<file path="src/rtl/segment_recover.sv">
// Recovers a segment vector from a serial pixel stream: watermarked and background
// pixels are dropped, each segment is decided by strict majority of its lit pixels.
module segment_recover #(
    parameter int WIDTH              = 120,
    parameter int HEIGHT             = 52,
    parameter int BITMAP_NB_SEGMENTS = 32,
    parameter int SEG_IDX_W          = 6,
    parameter int CNT_W              = 13
) (
    input  logic                          clk,
    input  logic                          rst_n,
    input  logic                          start,
    input  logic                          in_valid,
    output logic                          in_ready,
    input  logic                          in_pix,
    input  logic [SEG_IDX_W-1:0]          in_seg,
    input  logic                          in_wm,
    input  logic                          in_last,
    output logic                          out_valid,
    input  logic                          out_ready,
    output logic [BITMAP_NB_SEGMENTS-1:0] out_seg,
    output logic                          out_err
);
    localparam int N     = BITMAP_NB_SEGMENTS;
    localparam int FRAME = WIDTH * HEIGHT;
    localparam int PIX_W = $clog2(FRAME + 1);
    localparam logic [PIX_W-1:0]     LAST_IDX = PIX_W'(FRAME - 1);
    localparam logic [SEG_IDX_W-1:0] LAST_SEG = SEG_IDX_W'(N - 1);
    localparam logic [CNT_W-1:0]     CNT_MAX  = '1;

    // Handshake: a beat transfers on a rising edge where in_valid && in_ready;
    // the result transfers on a rising edge where out_valid && out_ready.
    typedef enum logic [1:0] {IDLE, ACCUM, DECIDE, OUTPUT} state_t;

    state_t               state, next_state;
    logic [CNT_W-1:0]     lit [N];
    logic [CNT_W-1:0]     tot [N];
    logic [PIX_W-1:0]     pix_cnt;
    logic [SEG_IDX_W-1:0] idx;
    logic                 accept, at_limit, frame_end;

    assign accept    = in_valid && in_ready;
    assign at_limit  = (pix_cnt == LAST_IDX);
    assign frame_end = accept && (in_last || at_limit);

    always_ff @(posedge clk) begin
        if (!rst_n) state <= IDLE;
        else        state <= next_state;
    end

    always_comb begin
        next_state = state;
        in_ready   = 1'b0;
        out_valid  = 1'b0;
        case (state)
            IDLE:   if (start) next_state = ACCUM;
            ACCUM: begin
                in_ready = 1'b1;
                if (frame_end) next_state = DECIDE;
            end
            DECIDE: if (idx == LAST_SEG) next_state = OUTPUT;
            OUTPUT: begin
                out_valid = 1'b1;
                if (out_ready) next_state = IDLE;
            end
            default: next_state = IDLE;
        endcase
    end

    always_ff @(posedge clk) begin
        if (!rst_n) begin
            for (int i = 0; i < N; i++) begin
                lit[i] <= '0;
                tot[i] <= '0;
            end
            pix_cnt <= '0;
            idx     <= '0;
            out_seg <= '0;
            out_err <= 1'b0;
        end else begin
            case (state)
                IDLE: if (start) begin
                    for (int i = 0; i < N; i++) begin
                        lit[i] <= '0;
                        tot[i] <= '0;
                    end
                    pix_cnt <= '0;
                    idx     <= '0;
                    out_seg <= '0;
                    out_err <= 1'b0;
                end
                ACCUM: if (accept) begin
                    pix_cnt <= pix_cnt + 1'b1;
                    // Background IDs never match any i < N, so they only advance pix_cnt.
                    for (int i = 0; i < N; i++) begin
                        if (!in_wm && in_seg == SEG_IDX_W'(i)) begin
                            if (tot[i] != CNT_MAX) tot[i] <= tot[i] + 1'b1;
                            if (in_pix && lit[i] != CNT_MAX) lit[i] <= lit[i] + 1'b1;
                        end
                    end
                    if (frame_end) begin
                        out_err <= !(in_last && at_limit);
                        idx     <= '0;
                    end
                end
                DECIDE: begin
                    for (int i = 0; i < N; i++) begin
                        if (idx == SEG_IDX_W'(i))
                            out_seg[i] <= ({lit[i], 1'b0} > {1'b0, tot[i]});
                    end
                    idx <= idx + 1'b1;
                end
                default: ;
            endcase
        end
    end
endmodule

</file>
<file path="config.mk">
export PLATFORM = sky130hd
export DESIGN_NAME = segment_recover
export DESIGN_NICKNAME = d
export VERILOG_FILES = /design/src/rtl/segment_recover.sv
export SDC_FILE = /design/constraint.sdc
export NUM_CORES = 2
export LEC_CHECK = 0
export ABC_AREA = 1
export ABC_CLOCK_PERIOD_IN_PS = 3100
export CAP_MARGIN = 15
export CORE_UTILIZATION = 50
export CTS_CLUSTER_DIAMETER = 50
export DETAILED_ROUTE_END_ITERATION = 7
export PLACE_DENSITY = 0.76
export SLEW_MARGIN = 25
export SYNTH_ARGS = -nofsm -noshare
export SYNTH_HDL_FRONTEND = slang
export SYNTH_SLANG_ARGS = --single-unit
</file>
<file path="constraint.sdc">
create_clock -name clk -period 3.1 [get_ports clk]
set_clock_uncertainty 0.1 [all_clocks]
set_input_delay 0.465 -clock clk [delete_from_list [all_inputs] [get_ports clk]]
set_output_delay 0.465 -clock clk [all_outputs]
set_load 0.005 [all_outputs]
</file>
==> results.ini <==
[run_status]
run_status = finished clean

[yosys]
synth_top_family_by_area = simple AND/OR/NAND/NOR gates
share_of_the_synthesized_area_in_compound_gates_ao_oa_aoi_oai = 0.0633
yosysTopAreaCell = edfxtp_1
netlist-cell-type-count = 51
synth_mux_area_frac = 0
adder_and_majority_gate_portion_of_the_synthesized_area = 0.102
synth.avg_cell_area_um2 = 8.49
postSynth.asyncResetShare = 0
yosysSeqAreaShare = 0.460
synth_flop_cell = edfxtp_1
instance_count_of_the_mapped_netlist = 6607
post_synth_and_or_nand_nor_area_fraction = 0.243
synth_fp_nets = 7079
synth.cell_area_um2 = 56100
synth_xor_area_frac = 0.0597
netlist.area_leader.share = 0.432
post_synth_main_area_contributors = edfxtp_1, ha_1, nand2_1
yosys-top-cells-count = nand2_1, nor2_1, inv_1, edfxtp_1, ha_1
yosysMostFrequentCell = nand2_1
ys.warnings.count = 0
synth-edff-count = 806
yosys_register_bits = 886

[die]
site_rows = 122
fp.dieH_um = 337
die_x_um = 337
ios = 49
initial_core_util = 0.505
die_area_um2 = 113000
fp.coreArea_um2 = 111000

[pwr]
p_sw_uw = 13100
pwr-share-seq = 0.434
power_per_cell_area_nw_per_um2 = 638
pwr-share-comb = 0.224
worst_ir_drop_vdd_mv = 0.512
internal-power_uw = 27300
netSwitchingFraction = 0.325
power.leakage_uw = 0.0258
clock_power_share = 0.341

[timing]
worst_slew_margin_rel = 0.510
final_period_minus_worst_setup_slack_ns = 2.83
hold_viol = 0
max_freq_mhz = 354
drv_slew = 0
sum_of_negative_setup_slack_ns = 0
timing_worst_slew_pin_value_ns = 0.730
final_min_period_over_clock_period = 0.912
rsz0062_at_grt = no
finalSetupViolations = 0

[cts]
clkTransAtPathRegs_ns = 0.06
hold_buffers = 0
cts_post_setup_buffers_inserted = 0
tritoncts = built
clock_sink_count = 886
numCtsBuffers = 114
cts.path.max_buffers = 3
cts_htree_levels = 3
cts_resized = 0
insertion_delay_ns = 0.70
clock_tree.root_cell = clkbuf_16

[hold_path]
min-delay-start = rst_n
hold_path.class = input port to flip-flop
holdPathEnd = out_seg[17]
min_path_cells = 3

[cells_and_area]
post_route_cells_drive_above_1_share = 0.0634
layout.nets = 7299
post_layout_cell_count = 8415
antenna_cells_inserted = 0
area_growth_syn_to_layout_pct = 12.9

[route]
drt_drc_violations_left = 0
via_per_inst = 5.29
firstDrtPassIters = 6
detail_route.wl_per_cell_um = 14.7
ant_nets = 0
route.vias.total = 44500
dr.first_iter.drc_count = 3344
wirelength_mm = 124

[critical_path]
path_common_cell = nand2_1
crit_buf_inv = 4
worstSetupStartpointType = flip-flop
regToRegSetupSlack_ns = 0.27
rr_startpoint = state[1]
crit_required_ns = 3.42
worst_path_max_delay_cell = dfxtp_1
critical_path.max_fanout = 10
setup.worst_path.end_class = flip-flop
worst-r2r-cell-count = 11
startpoint = state[1]
worst-endpoint-arrival_ns = 3.15
path_class = flip-flop to flip-flop
rr_endpoint = lit[0][159]
timing.critical_path.max_delay_family = simple AND/OR/NAND/NOR gates
path_cells = inv_1, ha_1, nand2_1, inv_2, nand3_4, inv_2, nand3_1, nor2_1, nand2_1, nand2_1, buf_12
worst_path_largest_cell_delay_ns = 0.33

[place]
routabilityCongestion = 0.881
hpwlAfterDp_mm = 90.4
place.port_buffers = 48
numPlacedInstances = 8198

[global_routing]
global_route_wire_length_before_repair_mm = 206
groute.layer.met1.usage = 0.285
via_count_of_the_first_global_routing_pass = 43200
grt_util_all_layers = 0.219
globalRouteMet3Util = 0.0342
use_met2 = 0.372
globalRoute.busiestLayer = met2
grt_max_degree = 44
grt_antenna_before_repair = 6
overflow = 0

[job]
timing.max_cap.violations = 0

worst max path at each step:
stage | slack, ns | endpoint | cells past startpoint
after detailed placement | 0.004 | tot[1][110] | 8
after global placement | -0.002 | lit[0][78] | 10
after global routing | 0.18 | lit[0][82] | 11
after floorplan | 0.65 | tot[0][39] | 11
after CTS | 0.32 | lit[0][119] | 11
final | 0.27 | lit[0][159] | 11
cell usage in the layout (no fill, tap or decap), types with 23 or more instances in the layout:
| master | count |
|---|---|
| nand4_1 | 133 |
| o21bai_1 | 33 |
| o21ai_0 | 178 |
| nor4_1 | 23 |
| edfxtp_1 | 806 |
| nor3b_1 | 41 |
| xnor2_1 | 95 |
| inv_1 | 925 |
| dfxtp_1 | 80 |
| clkdlybuf4s50_1 | 47 |
| clkbuf_16 | 117 |
| nand2_1 | 1184 |
| or2_2 | 40 |
| nor2_1 | 1092 |
| xor2_1 | 287 |
| buf_4 | 136 |
| a21oi_1 | 426 |
| nand3_1 | 397 |
| nor3_1 | 195 |
| ha_1 | 457 |
tightest hold or removal path, stage by stage:
cell     delay [ns]
buf_4          0.24
o21ai_0        0.15
a21oi_1        0.05
flip-flops by register name, summed over array words and instances, names as in the netlist:
name / flops
tot: 416
lit: 416
idx: 6
out_err: 1
state: 2
pix_cnt: 13
out_seg: 32
power by group through the flow:
stage,combinational (µW),clock [µW],sequential [µW]
finish,9070,13800,17500
global route,10400,14500,17800
floorplan,6310,0,17100
global placement,8540,0,17600
detailed placement,8970,0,17700
CTS,9100,14000,17500
logic make-up (layout without fill, tap and decap cells):
logic type	Yosys count	after routing
xor+xnor	382	382
buf+inv	1031	1351
fa+ha+maj	458	458
compound gates	673	673
flops	886	886
simple gates	3177	3177
area by class of cell:
| class | instances | area (µm²) |
|---|---|---|
| Clock buffer | 141 | 3110 |
| Clock inverter | 75 | 867 |
| Inverter | 933 | 3500 |
| Sequential cell | 886 | 25800 |
| Timing Repair Buffer | 202 | 1870 |
| Multi-Input combinational cell | 4690 | 26300 |
| Fill cell | 9445 | 47700 |
| Tap cell | 1488 | 1860 |
metal layers:
layer  up-vias  routed length, µm
li1      22500                  -
met1     20700              54300
met2      1075              58800
met3       233               7460
met4        10               3270
met5         -                 60
metrics by stage:
stage	hold WS, ns	utilization	total power [µW]	setup WS (ns)	area (µm²)
detailed placement	0.353	0.535	26700	0.00364	59300
floorplan	0.343	-	23400	0.647	56100
finish	0.191	0.571	40400	0.272	63300
global route	0.182	0.571	42800	0.178	63300
global placement	0.352	0.535	26200	-0.00159	59300
CTS	0.141	0.570	40600	0.321	63300
Power figures use the tool's default switching activity.
